`config.mk`:
```
export PLATFORM = sky130hd
export DESIGN_NAME = axi4_periph_bridge
export DESIGN_NICKNAME = d
export VERILOG_FILES = /design/src/rtl/axi4_periph_pkg.sv /design/src/rtl/axi4_periph_bridge.sv
export SDC_FILE = /design/constraint.sdc
export NUM_CORES = 1
export LEC_CHECK = 0
export ABC_AREA = 1
export BUFFER_PORTS_ARGS = -buffer_cell sky130_fd_sc_hd__buf_2
export CAP_MARGIN = 40
export CORE_ASPECT_RATIO = 0.75
export CORE_MARGIN = 2
export CORE_UTILIZATION = 40
export CTS_CLUSTER_SIZE = 28
export DETAILED_ROUTE_END_ITERATION = 8
export PLACE_DENSITY = 0.69
export REMOVE_ABC_BUFFERS = 1
export SLEW_MARGIN = 10
export SYNTH_ARGS = -nofsm -noshare
export SYNTH_HDL_FRONTEND = slang
export SYNTH_SLANG_ARGS = --single-unit
```
`constraint.sdc`:
```
create_clock -name clk_i -period 2.2 [get_ports clk_i]
set_input_delay 0.22 -clock clk_i [delete_from_list [all_inputs] [get_ports clk_i]]
set_output_delay 0.22 -clock clk_i [all_outputs]
set_load 0.05 [all_outputs]
```
`src/rtl/axi4_periph_pkg.sv`:
```
// Shared definitions for the AXI4-to-peripheral-bus bridge: FSM encodings,
// AXI response/burst codes and the burst address-advance helper.
package axi4_periph_pkg;

  localparam logic [2:0] ST_IDLE      = 3'd0;
  localparam logic [2:0] ST_WR_DATA   = 3'd1;
  localparam logic [2:0] ST_WR_ACCESS = 3'd2;
  localparam logic [2:0] ST_WR_RESP   = 3'd3;
  localparam logic [2:0] ST_RD_ACCESS = 3'd4;
  localparam logic [2:0] ST_RD_RESP   = 3'd5;

  localparam logic [1:0] AXI_RESP_OKAY   = 2'b00;
  localparam logic [1:0] AXI_RESP_SLVERR = 2'b10;

  localparam logic [1:0] AXI_BURST_FIXED = 2'b00;
  localparam logic [1:0] AXI_BURST_INCR  = 2'b01;

  // Only FIXED holds the address; WRAP and reserved codes step like INCR.
  function automatic logic [31:0] next_addr(input logic [31:0] addr,
                                            input logic [1:0]  burst);
    return (burst == AXI_BURST_FIXED) ? addr : addr + 32'd4;
  endfunction

endpackage

```
`src/rtl/axi4_periph_bridge.sv`:
```
// AXI4 slave serialising one transaction at a time onto a req/ack peripheral bus.
// Optional ack timeout compiled in with `define AXI4_PERIPH_BRIDGE_TIMEOUT_EN.
//
// state        | meaning
// ST_IDLE      | accept one AW or AR (alternating priority when both valid)
// ST_WR_DATA   | wait for the next W beat
// ST_WR_ACCESS | periph_wr_o asserted until ack (zero strobe completes at once)
// ST_WR_RESP   | single B response for the whole burst
// ST_RD_ACCESS | periph_rd_o asserted until ack
// ST_RD_RESP   | R beat held until rready
module axi4_periph_bridge
  import axi4_periph_pkg::*;
#(
  parameter int AXI_ID_W       = 4,
  parameter int TIMEOUT_CYCLES = 255
) (
  input  logic                clk_i,
  input  logic                rst_ni,
  input  logic                axi_awvalid_i,
  output logic                axi_awready_o,
  input  logic [31:0]         axi_awaddr_i,
  input  logic [AXI_ID_W-1:0] axi_awid_i,
  input  logic [7:0]          axi_awlen_i,
  input  logic [1:0]          axi_awburst_i,
  input  logic                axi_wvalid_i,
  output logic                axi_wready_o,
  input  logic [31:0]         axi_wdata_i,
  input  logic [3:0]          axi_wstrb_i,
  input  logic                axi_wlast_i,
  output logic                axi_bvalid_o,
  input  logic                axi_bready_i,
  output logic [1:0]          axi_bresp_o,
  output logic [AXI_ID_W-1:0] axi_bid_o,
  input  logic                axi_arvalid_i,
  output logic                axi_arready_o,
  input  logic [31:0]         axi_araddr_i,
  input  logic [AXI_ID_W-1:0] axi_arid_i,
  input  logic [7:0]          axi_arlen_i,
  input  logic [1:0]          axi_arburst_i,
  output logic                axi_rvalid_o,
  input  logic                axi_rready_i,
  output logic [31:0]         axi_rdata_o,
  output logic [1:0]          axi_rresp_o,
  output logic [AXI_ID_W-1:0] axi_rid_o,
  output logic                axi_rlast_o,
  output logic [31:0]         periph_addr_o,
  output logic [31:0]         periph_data_wr_o,
  output logic [3:0]          periph_wr_o,
  output logic                periph_rd_o,
  input  logic [31:0]         periph_data_rd_i,
  input  logic                periph_ack_i,
  input  logic                periph_error_i
);

  logic [2:0]          state_q, state_d;
  logic [31:0]         addr_q, addr_d;
  logic [AXI_ID_W-1:0] id_q, id_d;
  logic [7:0]          len_q, len_d;
  logic [7:0]          beat_q, beat_d;
  logic [1:0]          burst_q, burst_d;
  logic                err_q, err_d;
  logic [31:0]         wdata_q, wdata_d;
  logic [3:0]          wstrb_q, wstrb_d;
  logic [31:0]         rdata_q, rdata_d;
  logic [1:0]          rresp_q, rresp_d;
  logic                last_wr_q, last_wr_d;
  logic                rdy_en_q;

  logic idle, grant_wr, last_beat;
  logic acc_tmo, acc_done, acc_err, wr_done;
  logic unused_ok;

  // rdy_en_q keeps both readies low while reset is asserted and for the first edge after.
  assign idle      = (state_q == ST_IDLE) && rdy_en_q;
  assign grant_wr  = last_wr_q ? (axi_awvalid_i && !axi_arvalid_i)
                               : (axi_awvalid_i || !axi_arvalid_i);
  assign last_beat = (beat_q == len_q);

`ifdef AXI4_PERIPH_BRIDGE_TIMEOUT_EN
  logic [15:0] tmo_q, tmo_d;

  assign acc_tmo = !periph_ack_i && (tmo_q == 16'(TIMEOUT_CYCLES - 1));

  always_comb begin
    tmo_d = 16'd0;
    if ((state_q == ST_WR_ACCESS && !wr_done) || (state_q == ST_RD_ACCESS && !acc_done))
      tmo_d = tmo_q + 16'd1;
  end

  always_ff @(posedge clk_i or negedge rst_ni) begin
    if (!rst_ni) tmo_q <= 16'd0;
    else         tmo_q <= tmo_d;
  end

  assign unused_ok = ^{axi_wlast_i, axi_awaddr_i[1:0], axi_araddr_i[1:0]};
`else
  assign acc_tmo   = 1'b0;
  assign unused_ok = ^{axi_wlast_i, axi_awaddr_i[1:0], axi_araddr_i[1:0], 32'(TIMEOUT_CYCLES)};
`endif

  assign acc_done = periph_ack_i || acc_tmo;
  assign acc_err  = (periph_ack_i && periph_error_i) || acc_tmo;
  assign wr_done  = (wstrb_q == 4'd0) || acc_done;

  always_comb begin
    state_d   = state_q;
    addr_d    = addr_q;
    id_d      = id_q;
    len_d     = len_q;
    beat_d    = beat_q;
    burst_d   = burst_q;
    err_d     = err_q;
    wdata_d   = wdata_q;
    wstrb_d   = wstrb_q;
    rdata_d   = rdata_q;
    rresp_d   = rresp_q;
    last_wr_d = last_wr_q;
    case (state_q)
      ST_IDLE: begin
        if (idle && axi_awvalid_i && grant_wr) begin
          state_d   = ST_WR_DATA;
          addr_d    = {axi_awaddr_i[31:2], 2'b00};
          id_d      = axi_awid_i;
          len_d     = axi_awlen_i;
          burst_d   = axi_awburst_i;
          beat_d    = 8'd0;
          err_d     = 1'b0;
          last_wr_d = 1'b1;
        end else if (idle && axi_arvalid_i && !grant_wr) begin
          state_d   = ST_RD_ACCESS;
          addr_d    = {axi_araddr_i[31:2], 2'b00};
          id_d      = axi_arid_i;
          len_d     = axi_arlen_i;
          burst_d   = axi_arburst_i;
          beat_d    = 8'd0;
          err_d     = 1'b0;
          last_wr_d = 1'b0;
        end
      end
      ST_WR_DATA: begin
        if (axi_wvalid_i) begin
          wdata_d = axi_wdata_i;
          wstrb_d = axi_wstrb_i;
          state_d = ST_WR_ACCESS;
        end
      end
      ST_WR_ACCESS: begin
        if (wr_done) begin
          err_d = err_q || ((wstrb_q != 4'd0) && acc_err);
          if (last_beat) begin
            state_d = ST_WR_RESP;
          end else begin
            beat_d  = beat_q + 8'd1;
            addr_d  = next_addr(addr_q, burst_q);
            state_d = ST_WR_DATA;
          end
        end
      end
      ST_WR_RESP: begin
        if (axi_bready_i) state_d = ST_IDLE;
      end
      ST_RD_ACCESS: begin
        if (acc_done) begin
          rdata_d = periph_ack_i ? periph_data_rd_i : 32'd0;
          rresp_d = acc_err ? AXI_RESP_SLVERR : AXI_RESP_OKAY;
          state_d = ST_RD_RESP;
        end
      end
      ST_RD_RESP: begin
        if (axi_rready_i) begin
          if (last_beat) begin
            state_d = ST_IDLE;
          end else begin
            beat_d  = beat_q + 8'd1;
            addr_d  = next_addr(addr_q, burst_q);
            state_d = ST_RD_ACCESS;
          end
        end
      end
      default: state_d = ST_IDLE;
    endcase
  end

  always_ff @(posedge clk_i or negedge rst_ni) begin
    if (!rst_ni) begin
      state_q   <= ST_IDLE;
      addr_q    <= 32'd0;
      id_q      <= '0;
      len_q     <= 8'd0;
      beat_q    <= 8'd0;
      burst_q   <= 2'b00;
      err_q     <= 1'b0;
      wdata_q   <= 32'd0;
      wstrb_q   <= 4'd0;
      rdata_q   <= 32'd0;
      rresp_q   <= 2'b00;
      last_wr_q <= 1'b0;
      rdy_en_q  <= 1'b0;
    end else begin
      state_q   <= state_d;
      addr_q    <= addr_d;
      id_q      <= id_d;
      len_q     <= len_d;
      beat_q    <= beat_d;
      burst_q   <= burst_d;
      err_q     <= err_d;
      wdata_q   <= wdata_d;
      wstrb_q   <= wstrb_d;
      rdata_q   <= rdata_d;
      rresp_q   <= rresp_d;
      last_wr_q <= last_wr_d;
      rdy_en_q  <= 1'b1;
    end
  end

  assign axi_awready_o    = idle && grant_wr;
  assign axi_arready_o    = idle && !grant_wr;
  assign axi_wready_o     = (state_q == ST_WR_DATA);
  assign axi_bvalid_o     = (state_q == ST_WR_RESP);
  assign axi_bresp_o      = err_q ? AXI_RESP_SLVERR : AXI_RESP_OKAY;
  assign axi_bid_o        = id_q;
  assign axi_rvalid_o     = (state_q == ST_RD_RESP);
  assign axi_rdata_o      = rdata_q;
  assign axi_rresp_o      = rresp_q;
  assign axi_rid_o        = id_q;
  assign axi_rlast_o      = (state_q == ST_RD_RESP) && last_beat;
  assign periph_addr_o    = addr_q;
  assign periph_data_wr_o = wdata_q;
  assign periph_wr_o      = (state_q == ST_WR_ACCESS) ? wstrb_q : 4'd0;
  assign periph_rd_o      = (state_q == ST_RD_ACCESS);

endmodule

```
After elaboration in Yosys (flattened, before gate mapping). Index checks and enable logic that the tools add are counted.

Logic and storage cells: 94. ROM bits: 0. Input bits: 170. Flip-flop bits (word level): 130. RAM bits: 0. Bits in latches: 0. Memories kept: 0. Output and inout bits: 119.

$add $sub $neg: 2. Shift operators: 0. Divide/modulo/power cells: 0. Order comparisons: 0. Reduce and logical (&&, ||, !) cells: 29. Bitwise operators: 0. Eq/ne operators: 12. Multiplexer cells: 38. Multipliers: 0.

Operator list (count): $mux W32 (6); $pmux W32 S3 (1); $mux W8 (7); $add A32 B3 Y32 const B (1); $mux W3 (8); $pmux W8 S3 (1); $pmux W3 S6 (1); $mux W4 (3); $logic_and A1 B1 Y1 (11); $mux W2 (5); $add A8 B1 Y8 const B (1); $eq A8 B8 Y1 (1); $eq A3 B2 Y1 const B (2); $eq A3 B3 Y1 const B (2); $ne A2 B1 Y1 const B (3); $reduce_and A2 Y1 (3); $reduce_and A6 Y1 (1); $mux W1 (5); $logic_not A4 Y1 (1); $ne A2 B2 Y1 const B (2); $reduce_and A4 Y1 (1); $reduce_bool A2 Y1 (2); $reduce_bool A4 Y1 (1); $eq A3 B1 Y1 const B (1); other kinds (8) (11).

Longest topological paths before layout. Gate-level depths: netlist of run 1.

Word-level depth: 8. Depth in mapped cells: 12. Depth with buffers taken out: 12.

Least setup slack after synthesis of run 1. Ideal clock, no wire load.

Path type: reg2reg. From: register state_q[0]. To: register rdata_q[10], in the netlist axi_rdata_o[10]. Period minus slack after synthesis: 2191 ps. Path buffers: 1. Arrival: 2066 ps. Data required time: 2075 ps. Stages on the path, launching flop included: 5. Setup time: 125 ps. Slack: 9 ps. Cell sequence: dfrtp_1 nor3_2 nand2_1 buf_2 mux2_2.

Longest elaborated chain between the ends: 2.

Ends and longest elaborated chain: from (decl) (line axi4_periph_bridge.sv:55) `logic [2:0] state_q, state_d;`; from (signal assigned) (line axi4_periph_bridge.sv:200) `state_q <= state_d;`; $eq A3 B3 Y1; via periph_rd_o (line axi4_periph_bridge.sv:49) `output logic periph_rd_o,`; $reduce_and A2 Y1 (no source line); to (signal assigned) (line axi4_periph_bridge.sv:209) `rdata_q <= rdata_d;`; to (decl) (line axi4_periph_bridge.sv:64) `logic [31:0] rdata_q, rdata_d;`.

The timed path passes the listed nets, and every way through them passes these cells. A chain may end at the register's enable or synchronous reset.

Final worst setup path of run 1.
From: register beat_q[3]. To: output port axi_rlast_o.

Longest elaborated chain between the ends: 2.

Ends and longest elaborated chain: from (decl) (line axi4_periph_bridge.sv:59) `logic [7:0] beat_q, beat_d;`; from (signal assigned) (line axi4_periph_bridge.sv:204) `beat_q <= beat_d;`; $eq A8 B8 Y1 (line axi4_periph_bridge.sv:77) `assign last_beat = (beat_q == len_q);`; $logic_and A1 B1 Y1 (line axi4_periph_bridge.sv:226) `assign axi_rlast_o = (state_q == ST_RD_RESP) && last_beat;`; to (decl) (line axi4_periph_bridge.sv:45) `output logic axi_rlast_o,`.

No other way between the ends.

==> impl_metrics.csv, run 1 <==
group,metric,value,unit
flow_run,cap_violations,0,
outcome,status,"complete, no violations",
timing,timing.final.hold_violations,0,
clock_tree,path_clk_slew,60,ps
route,vias,6560,
cells_and_area,area_growth,33.8,%
die,dieArea,18200,sq um
die,die_x,155,um
clock_tree,cts_buffer_depth,2,
synthesis,synth_cells,845,
global_route,grt.overflow.total,0,
route,wl_per_cell,14.9,um
die,core_area,16800,sq um
clock_tree,cts.sinks,127,
synthesis,ys_ff_latch,127,
cells_and_area,drive_above_1_share,36.4,%
route,final_antenna_net_count,0,
route,drcViolationCount,0,
clock_tree,cts_max_level,4,
timing,drv_slew,0,
place,gp_congestion,0.936,
place,post-place-cells,1321,
cells_and_area,final_area,9150,sq um
cells_and_area,final_common_cell,"buf_2",
synthesis,synth.top_cell.area_share,46.4,%
global_route,track_usage,21.8,%
pwr,powerDensity,1790,nW/um^2
global_route,grt_max_degree,56,
setup_path,endpoint_kind,"primary output",
die,start_util,40.8,%
timing,finalCriticalPeriod,2050,ps
timing,fin_skew,11.0,ps
timing,rsz0062_at_grt,"false",
cells_and_area,diodes,0,
timing,setup_violations,0,
clock_tree,clockRootBuffer,"clkbuf_16",
clock_tree,insertion_delay,420,ps
pwr,power_leakage,4.66,nW
synthesis,synth_area_per_cell,8.10,sq um
global_route,antenna_found_initial,0,
setup_path,critPathKind,"register to primary output",
setup_path,critPathArrivalTime,1830,ps
synthesis,synth-warning-count,0,
timing,fmax,0.487,GHz
die,io_pins,289,
synthesis,yosysSeqAreaShare,46.4,%
synthesis,netlist_area,6840,sq um
setup_path,cp_max_fo,4,
clock_tree,cts_tree,"yes",
cells_and_area,final_cell_mix,"buf_2 (277), nand2_1 (268), dfrtp_1 (126)",
global_route,grt_pass1_wl,31.2,mm
pwr,max-vdd-ir-drop,0.890,mV
timing,hold_ws,34.4,ps
synthesis,synth.distinct_cells,34,
global_route,grt_pass1_vias,6147,
place,place_area,8520,sq um
place,numPortBuffers,279,
setup_path,startpoint_type,"register",
setup_path,required,1980,ps
die,num_rows,41,
route,viasPerCell,4.85,
clock_tree,cts_buffers,17,
synthesis,synth_top_cells_by_area,"dfrtp_1 (46%), nand2_1 (15%), mux2_2 (11%)",
cells_and_area,nets,1298,
die,die_h,117,um
route,drt_iter0_markers,363,
hold_path,hold_class,"primary input to register",
route,totalWireLength,20.2,mm
synthesis,synth_area_leader_cell,"dfrtp_1",
route,drt-pass1-iter-count,5,
cells_and_area,fin_util,54.6,%
place,dp_hpwl,15.0,mm
timing,period_share,93.3,%
cells_and_area,layoutNonFillerInstCount,1353,
report_power, final:
part           switching (W)  total (W)  internal, W
combinational        0.00658    0.00917      0.00259
sequential          0.000879    0.00434      0.00346
clock                0.00108    0.00289      0.00181
total                0.00854     0.0164      0.00787
registers in the layout, summed over array words and instances, names as in the netlist, 3 cells and up:
name and count:
periph_addr_o 30, wstrb_q 4, state_q 3, len_q 8, axi_bid_o 4, beat_q 8
axi_rdata_o 32, periph_data_wr_o 32
critical path: stages, from the launching register on:
cell and delay (ps):
dfrtp_1 420, xnor2_1 250, nand2_1 100, nor2_2 170, nand2_1 120, nor2_1 120, clkbuf_4 250
layout make-up:
type	instances	area, sq um
Clock buffer	18	439
Multi-Input combinational cell	635	3290
Sequential cell	127	3180
Tap cell	215	269
Timing Repair Buffer	299	1640
Clock inverter	13	161
Fill cell	1611	7620
Inverter	46	175
cell usage after synthesis (all sizes together):
master	n
o21ai	56
a22oi	6
conb	2
or2	5
clkinv	1
dfrtp	127
nor4	1
nor3	3
o21bai	5
nor2	120
clkbuf	7
inv	45
and2	1
nand2	269
a21oi	36
nand3b	10
mux2	64
o21a	1
xor2	4
xnor2	10
o22ai	4
ha	2
buf	33
nand3	29
nand4	4
metrics by stage:
step | setup WS, ps | power, W | setup TNS, ps
after detailed placement | 117 | 0.0135 | 0
after CTS | 34.4 | 0.0165 | 0
after floorplan | -692 | 0.0108 | -42380
final | 147 | 0.0164 | 0
after global placement | 166 | 0.0134 | 0
after global routing | 31.0 | 0.0174 | 0
repair_timing:
item / in CTS / in global routing
buffers inserted: 0 / 0
hold buffers: 1 / 0
hold endpoints to repair: 28 / 0
endpoints found under the setup margin: 0 / 31
gates resized for setup: 0 / 8
cell families (layout without fill, tap and decap cells):
family,count (synthesis),count (layout),share of synthesized area [%]
other,2,5,0.110
XOR/XNOR,14,14,1.79
adder cells (fa/ha/maj),2,2,0.366
AO/OA/AOI/OAI,108,108,8.41
buffers and inverters,86,376,5.87
AND/OR/NAND/NOR,442,442,26.5
flip-flops,127,127,46.4
multiplexers,64,64,10.5
routing by layer:
layer  GRT usage [%]  up-vias  wire length [um]
li1                -     3283                 -
met1            31.0     3046              9700
met2            33.7      215              9200
met3            4.90       16              1160
met4            6.11        0               164
met5               0        -                 0
path summary, 6_finish.rpt:
path / startpoint / endpoint / slack (ps) / cells past startpoint
max: beat_q[3] / axi_rlast_o / 150 / 6
min: axi_wdata_i[22] / periph_data_wr_o[22] / 30 / 2
max reg2reg: state_q[2] / periph_addr_o[18] / 210 / 11
min reg2reg: axi_rdata_o[24] / axi_rdata_o[24] / 500 / 1
max in group asynchronous: rst_ni / state_q[2] / 1240 / 3
min in group asynchronous: rst_ni / axi_rdata_o[5] / 290 / 2
Note: power is estimated with default switching activity, not from simulation.
==> run 2, diff against run 1 <==
- RECOVER_POWER: unset -> 100
==> impl_metrics.csv, run 2 (same netlist as run 1, synthesis figures left out) <==
group,metric,value,unit
die,num_rows,41,
global_route,grt.overflow.total,0,
pwr,powerDensity,1790,nW/um^2
global_route,grt_pass1_wl,31.2,mm
die,core_area,16800,sq um
global_route,grt_pass1_vias,6147,
setup_path,path_cells,"inv_2 -> nand2_1 -> nor2_1 -> inv_2 -> nor2_1 -> clkbuf_2",
global_route,antenna_found_initial,0,
global_route,track_usage,21.8,%
die,start_util,40.8,%
cells_and_area,area_growth,31.2,%
timing,fin_skew,12.1,ps
die,io_pins,289,
timing,fin_setup_tns,0,ps
setup_path,required,1980,ps
clock_tree,insertion_delay,420,ps
timing,finalCriticalPeriod,2060,ps
place,dp_hpwl,15.0,mm
setup_path,crit_start,"state_q[2]",
clock_tree,cts.sinks,127,
setup_path,timing.critical_path.slowest_stage_cell,"dfrtp_2",
setup_path,cp_max_fo,7,
die,dieArea,18200,sq um
clock_tree,cts_setup_buffers,0,
place,gp_congestion,0.936,
setup_path,startpoint_type,"register",
route,viasPerCell,4.87,
timing,timing.final.hold_violations,0,
flow_run,cap_violations,1,
clock_tree,clockRootBuffer,"clkbuf_16",
timing,period_share,93.5,%
route,drt_iter0_markers,346,
place,numPortBuffers,279,
cells_and_area,drive_above_1_share,26.7,%
route,totalWireLength,20.2,mm
timing,drv_slew,29,
route,final_antenna_net_count,0,
die,die_x,155,um
clock_tree,cts_tree,"yes",
timing,setup_violations,0,
timing,slew_headroom,-13.8,%
hold_path,hold_path_startpoint,"axi_wdata_i[25]",
place,place_area,8520,sq um
timing,fmax,0.486,GHz
cells_and_area,final_area,8980,sq um
route,vias,6586,
clock_tree,cts_max_level,4,
die,die_h,117,um
cells_and_area,nets,1298,
clock_tree,cts_buffers,17,
route,drcViolationCount,0,
setup_path,r2r_start,"state_q[0]",
cells_and_area,final_cell_mix,"nand2_1 (268), buf_2 (166), dfrtp_1 (126)",
setup_path,cp_slowest_stage_delay,460,ps
clock_tree,cts_buffer_depth,2,
setup_path,critPathKind,"register to primary output",
timing,rsz0062_at_grt,"false",
cells_and_area,final_common_cell,"nand2_1",
clock_tree,path_clk_slew,60,ps
global_route,grt_max_degree,56,
cells_and_area,nFillCells,1674,
route,wl_per_cell,15.0,um
cells_and_area,diodes,0,
timing,worst_pin_slew,1710,ps
route,drt-pass1-iter-count,5,
outcome,status,"finished with violations",
pwr,power_leakage,4.31,nW
setup_path,endpoint_kind,"primary output",
hold_path,hold_class,"primary input to register",
pwr,max-vdd-ir-drop,0.860,mV
setup_path,critPathArrivalTime,1840,ps
outcome,violations,"max-capacitance violations, max-slew violations",
-- run 2: cell count changes in the layout (fill, tap and decap cells not counted) --
cell and change:
buf_2 -111, clkbuf_1 +109, clkbuf_2 +6, buf_4 -4, buf_12 -2, buf_6 +1, clkbuf_4 +1, nor3_1 +1
nor3_2 -1
-- run 2: worst paths after layout --
path	to	slack (ps)	cells after the start
max reg2reg	axi_rdata_o[23]	150	5
min in group asynchronous	axi_rdata_o[0]	800	2
max	periph_wr_o[2]	140	6
min	periph_data_wr_o[25]	30	2
max in group asynchronous	state_q[2]	330	3
min reg2reg	last_wr_q	500	2
-- run 2: area by class of cell --
type	count	area (sq um)	area share, %
Clock buffer	18	439	4.89
Clock inverter	13	161	1.80
Inverter	46	175	1.95
Multi-Input combinational cell	635	3280	36.6
Sequential cell	127	3180	35.4
Tap cell	215	269	3.00
Timing Repair Buffer	299	1470	16.4
-- run 2: routing by layer --
metal / part of all wire, % / up-vias / GRT usage [%]
met3: 6.0 / 16 / 4.90
li1: - / 3280 / -
met4: 0.84 / 0 / 6.11
met1: 48 / 3065 / 31.0
met5: 0 / - / 0
met2: 45 / 225 / 33.7
-- run 2: through the flow --
stage                     util [%]  worst slack (ps)  power, W  hold slack (ps)  cells
after global placement        50.8               166    0.0134              180   1321
after detailed placement      50.8               117    0.0135              176   1321
after global routing          53.5              16.5    0.0171             17.6   1353
after floorplan                  -              -692    0.0108            -75.6    808
final                         53.5               144    0.0161             33.8   1353
after CTS                     54.4              34.4    0.0165             16.1   1353
-- run 2: timing repair --
action,in CTS,in global routing
hold buffers,1,0
hold endpoints to repair,28,0
gates resized for setup,0,8
setup endpoints to repair,0,31
-- run 2: power breakdown --
group	leakage [nW]	switching, W	total, W	internal (W)
logic	2.49	0.00657	0.00883	0.00226
registers	1.53	0.000906	0.00437	0.00346
clock network	0.297	0.00108	0.00289	0.00181
-- run 2: worst max-delay path: cells and delay by family, from the launching register on --
kind / cells / cell delay [ps]
buffers and inverters: 3 / 550
flip-flops: 1 / 460
AND/OR/NAND/NOR: 3 / 410
